===== config.mk =====
export PLATFORM = sky130hd
export DESIGN_NAME = load_store_controller
export DESIGN_NICKNAME = d
export VERILOG_FILES = /design/src/rtl/load_store_controller.sv
export SDC_FILE = /design/constraint.sdc
export NUM_CORES = 1
export LEC_CHECK = 0
export ABC_CLOCK_PERIOD_IN_PS = 5500
export BUFFER_PORTS_ARGS = -buffer_cell sky130_fd_sc_hd__buf_2
export CORE_ASPECT_RATIO = 1.25
export CORE_MARGIN = 10
export CORE_UTILIZATION = 45
export DETAILED_ROUTE_END_ITERATION = 6
export GPL_TIMING_DRIVEN = 0
export PLACE_DENSITY = 0.71
export SLEW_MARGIN = 20
export SYNTH_ARGS = -nofsm -noshare
export SYNTH_HDL_FRONTEND = slang
export SYNTH_SLANG_ARGS = --single-unit

===== constraint.sdc =====
create_clock -name clk -period 5.5 [get_ports clk]
set_clock_uncertainty 0.05 [all_clocks]
set_input_delay 1.65 -clock clk [delete_from_list [all_inputs] [get_ports clk]]
set_output_delay 1.65 -clock clk [all_outputs]
set_load 0.01 [all_outputs]

===== src/rtl/load_store_controller.sv =====
// rtl/load_store_controller.sv - data-memory load/store sequencer with strobes, extension and timeout
module load_store_controller #(
  parameter int TIMEOUT_CYCLES = 255,
  parameter int TIMER_WIDTH    = 8
) (
  input  logic        clk,
  input  logic        rst,
  input  logic        start,
  input  logic        load_memory,
  input  logic        store_memory,
  input  logic [5:0]  load_memory_size,
  input  logic        load_memory_sign_extension,
  input  logic [31:0] address,
  input  logic [31:0] store_data,
  input  logic [4:0]  rd_in,
  output logic        mem_req,
  output logic        mem_we,
  output logic [31:0] mem_addr,
  output logic [31:0] mem_wdata,
  output logic [3:0]  mem_wstrb,
  input  logic        mem_ready,
  input  logic [31:0] mem_rdata,
  output logic        busy,
  output logic        done,
  output logic [31:0] load_data,
  output logic [4:0]  rd_out,
  output logic        reg_we_out,
  output logic        fault,
  output logic [1:0]  fault_cause
);

  typedef enum logic [1:0] {S_IDLE, S_REQ, S_RESP} state_t;

  localparam logic [1:0] SZ_B = 2'd0;
  localparam logic [1:0] SZ_H = 2'd1;
  localparam logic [1:0] SZ_W = 2'd2;

  localparam bit TIMEOUT_EN = (TIMEOUT_CYCLES != 0);
  localparam logic [TIMER_WIDTH-1:0] TIMER_LAST =
    TIMER_WIDTH'((TIMEOUT_CYCLES == 0) ? 0 : TIMEOUT_CYCLES - 1);

  state_t r_state, w_next;

  logic                   r_we;      // latched access is a store
  logic                   r_sign;
  logic [1:0]             r_size;
  logic [31:0]            r_addr;
  logic [31:0]            r_sdata;
  logic [31:0]            r_rdata;
  logic [4:0]             r_rd;
  logic                   r_fault;
  logic [1:0]             r_cause;
  logic [TIMER_WIDTH-1:0] r_timer;

  logic        w_accept;
  logic [1:0]  w_size;
  logic        w_misaligned;
  logic        w_timeout;
  logic [31:0] w_wdata;
  logic [3:0]  w_wstrb;
  logic [31:0] w_shift;
  logic [31:0] w_load;

  // Request decode: anything that is not 8 or 16 is handled as a full word.
  always_comb begin
    w_accept = (r_state == S_IDLE) && start && (load_memory || store_memory);
    if (load_memory_size == 6'd8)       w_size = SZ_B;
    else if (load_memory_size == 6'd16) w_size = SZ_H;
    else                                w_size = SZ_W;
    w_misaligned = ((w_size == SZ_H) && address[0]) ||
                   ((w_size == SZ_W) && (address[1:0] != 2'b00));
    w_timeout = TIMEOUT_EN && (r_timer == TIMER_LAST);
  end

  // Store lane replication/strobes and load alignment/extension from latched request.
  always_comb begin
    w_shift = r_rdata >> {r_addr[1:0], 3'b000};
    case (r_size)
      SZ_B: begin
        w_wdata = {4{r_sdata[7:0]}};
        w_wstrb = 4'b0001 << r_addr[1:0];
        w_load  = {{24{r_sign & w_shift[7]}}, w_shift[7:0]};
      end
      SZ_H: begin
        w_wdata = {2{r_sdata[15:0]}};
        w_wstrb = 4'b0011 << r_addr[1:0];
        w_load  = {{16{r_sign & w_shift[15]}}, w_shift[15:0]};
      end
      default: begin
        w_wdata = r_sdata;
        w_wstrb = 4'b1111;
        w_load  = r_rdata;
      end
    endcase
  end

  // State register.
  always_ff @(posedge clk or posedge rst) begin
    if (rst) r_state <= S_IDLE;
    else     r_state <= w_next;
  end

  // Next-state logic; a misaligned access skips the bus and reports directly.
  always_comb begin
    w_next = r_state;
    case (r_state)
      S_IDLE: if (w_accept) w_next = w_misaligned ? S_RESP : S_REQ;
      S_REQ:  if (mem_ready || w_timeout) w_next = S_RESP;
      S_RESP: w_next = S_IDLE;
      default: w_next = S_IDLE;
    endcase
  end

  // Request latching, read capture, timeout tracking.
  always_ff @(posedge clk or posedge rst) begin
    if (rst) begin
      r_we    <= 1'b0;
      r_sign  <= 1'b0;
      r_size  <= SZ_B;
      r_addr  <= '0;
      r_sdata <= '0;
      r_rdata <= '0;
      r_rd    <= '0;
      r_fault <= 1'b0;
      r_cause <= 2'b00;
      r_timer <= '0;
    end else if (w_accept) begin
      r_we    <= store_memory;
      r_sign  <= load_memory_sign_extension;
      r_size  <= w_size;
      r_addr  <= address;
      r_sdata <= store_data;
      r_rd    <= rd_in;
      r_fault <= w_misaligned;
      r_cause <= w_misaligned ? 2'b01 : 2'b00;
      r_timer <= '0;
    end else if (r_state == S_REQ) begin
      if (mem_ready) begin
        r_rdata <= mem_rdata;
      end else if (w_timeout) begin
        r_fault <= 1'b1;
        r_cause <= 2'b10;
      end else begin
        r_timer <= r_timer + 1'b1;
      end
    end
  end

  // Outputs: bus signals only in REQ, result signals only in RESP.
  always_comb begin
    mem_req     = 1'b0;
    mem_we      = 1'b0;
    mem_addr    = '0;
    mem_wdata   = '0;
    mem_wstrb   = '0;
    busy        = 1'b0;
    done        = 1'b0;
    load_data   = '0;
    rd_out      = '0;
    reg_we_out  = 1'b0;
    fault       = 1'b0;
    fault_cause = 2'b00;
    case (r_state)
      S_REQ: begin
        mem_req   = 1'b1;
        mem_we    = r_we;
        mem_addr  = {r_addr[31:2], 2'b00};
        mem_wdata = r_we ? w_wdata : 32'd0;
        mem_wstrb = r_we ? w_wstrb : 4'b0000;
        busy      = 1'b1;
      end
      S_RESP: begin
        busy        = 1'b1;
        done        = 1'b1;
        rd_out      = r_rd;
        fault       = r_fault;
        fault_cause = r_cause;
        reg_we_out  = !r_we && !r_fault;
        load_data   = (!r_we && !r_fault) ? w_load : 32'd0;
      end
      default: ;
    endcase
  end

endmodule


### Yosys cells after proc, flatten, opt, wreduce, memory -nomap -nowiden

Index checks and enable logic that the tools add are counted.

| cells by class | value |
|---|---|
| bitwise logic cells | 3 |
| reduce and logical (&&, ||, !) cells | 20 |
| shifts and indexed selects | 3 |
| add/sub/neg operators | 1 |
| muxes and demuxes | 37 |
| eq/ne operators | 12 |

Operators with widths:

| cell | number |
|---|---|
| two-way mux 32 bit | 5 |
| one-hot mux 32 bit (2 select lines) | 2 |
| two-way mux 8 bit | 4 |
| >> shifter 32 x 5 -> 16 bit | 1 |
| two-way mux 2 bit | 10 |
| two-way mux 1 bit | 11 |
| AND reduction 3 bit | 3 |
| adder 8 x 1 -> 8 bit (second input constant) | 1 |
| == test 8 bit (second input constant) | 1 |
| two-way mux 4 bit | 2 |
| one-hot mux 4 bit (2 select lines) | 1 |
| == test 2 x 1 -> 1 bit (second input constant) | 3 |
| == test 6 x 4 -> 1 bit (second input constant) | 1 |
| == test 6 x 5 -> 1 bit (second input constant) | 1 |
| inequality test 2 bit (second input constant) | 3 |
| nonzero test 2 bit | 3 |
| logical AND 1 bit | 5 |
| two-way mux 5 bit | 1 |
| == test 2 bit (second input constant) | 2 |
| logical NOT 2 bit | 2 |
| one-hot mux 2 bit (2 select lines) | 1 |
| left shift 1 x 2 -> 4 bit (first input constant) | 1 |
| left shift 2 x 2 -> 4 bit (first input constant) | 1 |
| logical OR 1 bit | 3 |
| other kinds (6) | 8 |

| word-level totals | value |
|---|---|
| register bits | 118 |
| bits of input ports | 114 |

### Depth between registers and ports, before layout

| depth | value |
|---|---|
| word-level depth | 9 |
| mapped depth | 9 |

### Worst setup path before layout

OpenSTA, ideal clock, no wires.

| timing | value |
|---|---|
| path type | register to output |
| from | reg r_state[0] |
| to | out load_data[23] |
| buffers on the path | 2 |
| stages on the path, launching flop included | 9 |
| arrival | 1.652 ns |
| path slack | 2.148 ns |
| cells stage by stage | dfrtp_1 > inv_1 > ha_1 > nor3b_4 > and2_1 > buf_6 > buf_8 > nand2_1 > nand2_1 |

| on the way | value |
|---|---|
| cells in the longest elaborated chain, start to end | 2 |

RTL lines:

| what | line | source |
|---|---|---|
| from (decl) | 42 | `state_t r_state, w_next;` |
| from (signal assigned) | 100 | `else r_state <= w_next;` |
| == test 2 bit | 163 | `case (r_state)` |
| two-way mux 32 bit | 163 |  |
| to (decl) | 25 | `output logic [31:0] load_data,` |

No other way between the ends.

### Final worst setup path

| timing | value |
|---|---|
| from | reg r_state[0] |
| to | out load_data[6] |

Same word-level chain as after synthesis.

==> results.json <==
{
  "grt_max_degree": 65,
  "synth-compound-area-share": 0.0872,
  "grt_pass1_wl_um": 32500,
  "cts_buffer_depth": 2,
  "hpwl_um": 15300,
  "fin_crit_sh": 0.776,
  "crit_path_top_delay_cell": "nor3b_4",
  "outcome": "finished clean",
  "crit_path_cell_trace": "inv_1 > ha_1 > nor3b_4 > buf_2 > o21ai_0 > a21oi_1 > buf_2",
  "grt_pass1_vias": 6142,
  "nFillCells": 1280,
  "numCtsBuffers": 17,
  "gp_congestion": 0.876,
  "yosys.area_share.adder": 0.0119,
  "irDropWorstVdd_uv": 226,
  "slowest_delay_ps": 450,
  "synth-xor-area-share": 0.00830,
  "switching_power_w": 0.00144,
  "initial_core_util": 0.458,
  "clock-sinks": 118,
  "synth-main-ff-cell": "dfrtp_1",
  "p_comb_frac": 0.335,
  "holdWs_ps": 415,
  "ctsHoldBuffers": 0,
  "grt_antenna_before_repair": 4,
  "yosysTopAreaCell": "dfrtp_1",
  "syn_to_final_growth_pct": 31.2,
  "syn-cell-area_um2": 6330,
  "vias": 5878,
  "drt_iter0_markers": 496,
  "p_clk_frac": 0.275,
  "p_per_area_nw_per_um2": 488,
  "synth.distinct_cells": 53,
  "postSynthCellCount": 735,
  "cp-start-kind": "flop",
  "die_area_um2": 19200,
  "worst_pin_slew_ps": 696,
  "power.internal_w": 0.00261,
  "drt-total-wl_um": 20000,
  "cts_tree": "built",
  "hold_end": "r_addr[16]",
  "min_period_ps": 4270,
  "synth_mux_area_frac": 0.100,
  "critPathCaptureType": "primary output",
  "path_clk_slew_ps": 50,
  "r2r_cells": 8,
  "final_area_um2": 8310,
  "hold_depth": 2,
  "critPathBufInv": 3,
  "rsz0062_at_grt": "false",
  "hp-start": "r_addr[16]",
  "hold_viol": 0,
  "num_rows": 48,
  "hold_class": "flop to flop",
  "crit_type": "flop to primary output",
  "clk-insertion-delay-late_ps": 410,
  "clock.fmax_mhz": 234,
  "r2r_end": "r_sdata[26]",
  "postRouteAntennaNets": 0,
  "worstPathArrival_ps": 2570,
  "synth_simple_gate_area_frac": 0.276,
  "drc_errors": 0,
  "nNetsFinal": 1100,
  "syn_area_per_cell_um2": 8.61,
  "critPathTopFamily": "buffers and inverters",
  "synth-seq-cells": 118,
  "synth_top_cell_area_share": 0.466,
  "post_cts_buffers": 0,
  "die_y_um": 153,
  "die_width_um": 126,
  "synth-edff-count": 0,
  "cap_viol_max_count": 0,
  "setup_violations": 0,
  "wl_per_cell_um": 17.1,
  "fp.coreArea_um2": 13800,
  "synth_top_family_by_area": "simple AND/OR/NAND/NOR gates",
  "io_pins": 227,
  "dp_cells": 1136,
  "fin_cells": 1171,
  "grt_use_total": 0.208,
  "drive_gt1_frac": 0.330,
  "worst-path-max-fanout": 10,
  "cpMostUsedCell": "buf_2",
  "dpl_cell_area_um2": 7710,
  "maxSlewViolCount": 0,
  "port_buffers": 224,
  "routed_via_density": 5.02,
  "clock-root-buffer": "clkbuf_16",
  "rr_startpoint": "r_state[1]",
  "rrSetupSlack_ps": 3470,
  "htreeDepth": 4,
  "yosysSeqAreaShare": 0.466,
  "cts_resized": 0,
  "maxSlewHeadroom": 0.530,
  "cp.required_ps": 3800,
  "overflow": 0,
  "yosys_warnings": 0,
  "p_leak_nw": 4.65,
  "swShare": 0.356,
  "synth.area.top_cells": "dfrtp_1 47%, nand2_1 16%, mux2_2 5.7%",
  "fin_util": 0.601,
  "seqPwrFrac": 0.390,
  "async_flop_share": 1.00,
  "dr.pass1.iters": 6
}
==> synthesized netlist by cell type, drive strengths merged (5+ instances only) <==
master  instances
a21oi          37
a222oi          5
and2           46
and3            9
buf            36
clkbuf         12
dfrtp         118
ha              6
inv             9
mux2           32
mux2i          25
nand2         278
nor2           39
o21ai          31
==> layer usage <==
layer	global-route usage	vias to the layer above	share of wire
met4	0.0972	2	0.029
met5	0	-	0.00060
met3	0.0724	38	0.080
li1	-	2887	-
met2	0.345	222	0.50
met1	0.233	2729	0.39
==> placed cells by master (no fill, tap or decap), types with 5 or more instances in the layout <==
cell	instances
a21oi_1	37
a222oi_1	5
and2_1	46
and3_1	9
buf_1	8
buf_2	240
buf_6	8
clkbuf_1	15
clkbuf_16	17
clkinv_2	6
dfrtp_1	118
ha_1	6
inv_1	8
mux2_2	32
mux2i_1	25
nand2_1	278
nor2_1	38
o21ai_0	28
==> worst min-delay path: cells and delay by family (launching register included) <==
family           cells  cell delay, ps
DFF                  1             330
and+or+nand+nor      2             110
==> sequential cells by signal, indices dropped and copies added, names as in the netlist <==
name     count
r_sdata     32
r_size       2
r_rd         5
r_state      2
r_addr      32
r_timer      8
r_fault      1
r_we         1
r_rdata     32
r_cause      2
r_sign       1
==> power by group through the flow <==
stage,sequential (W),clock [W],combinational [W]
final,0.00158,0.00111,0.00136
after global routing,0.00164,0.00117,0.00156
after CTS,0.00157,0.00113,0.00137
after detailed placement,0.00158,0,0.00137
after global placement,0.00157,0,0.00134
after floorplan,0.00148,0,0.000996
==> cell type report <==
class / instances / area (µm²) / area share
Inverter: 9 / 38.8 / 0.00467
Multi-Input combinational cell: 561 / 3060 / 0.369
Clock inverter: 10 / 128 / 0.0154
Timing Repair Buffer: 225 / 1150 / 0.138
Clock buffer: 22 / 464 / 0.0559
Tap cell: 175 / 219 / 0.0264
Buffer: 48 / 283 / 0.0340
Antenna cell: 3 / 7.51 / 0.000904
Sequential cell: 118 / 2950 / 0.356
==> stage by stage <==
step	setup slack, ps	total power [W]	TNS [ps]
floorplan	671	0.00248	0
global placement	-907	0.00291	-105840
detailed placement	1670	0.00295	0
CTS	1220	0.00408	0
global route	1040	0.00437	0
finish	1230	0.00405	0
==> how the worst max path moves through the flow <==
| stage | cells past startpoint | from | to | slack [ps] |
|---|---|---|---|---|
| final | 7 | r_state[0] | load_data[6] | 1230 |
| after global routing | 7 | r_state[0] | load_data[24] | 1040 |
| after CTS | 7 | r_state[0] | load_data[25] | 1220 |
| after detailed placement | 7 | r_state[0] | load_data[25] | 1670 |
| after global placement | 2 | rst | r_addr[5] | -910 |
| after floorplan | 1 | rst | r_addr[0] | 670 |
==> cell families after synthesis <==
logic type | count (synthesis)
adder cells (fa/ha/maj) | 6
AND/OR/NAND/NOR | 396
multiplexers | 58
other | 1
XOR/XNOR | 6
flip-flops | 118
AO/OA/AOI/OAI | 93
buffers and inverters | 57
No activity file was read; power rests on OpenSTA's default activity.
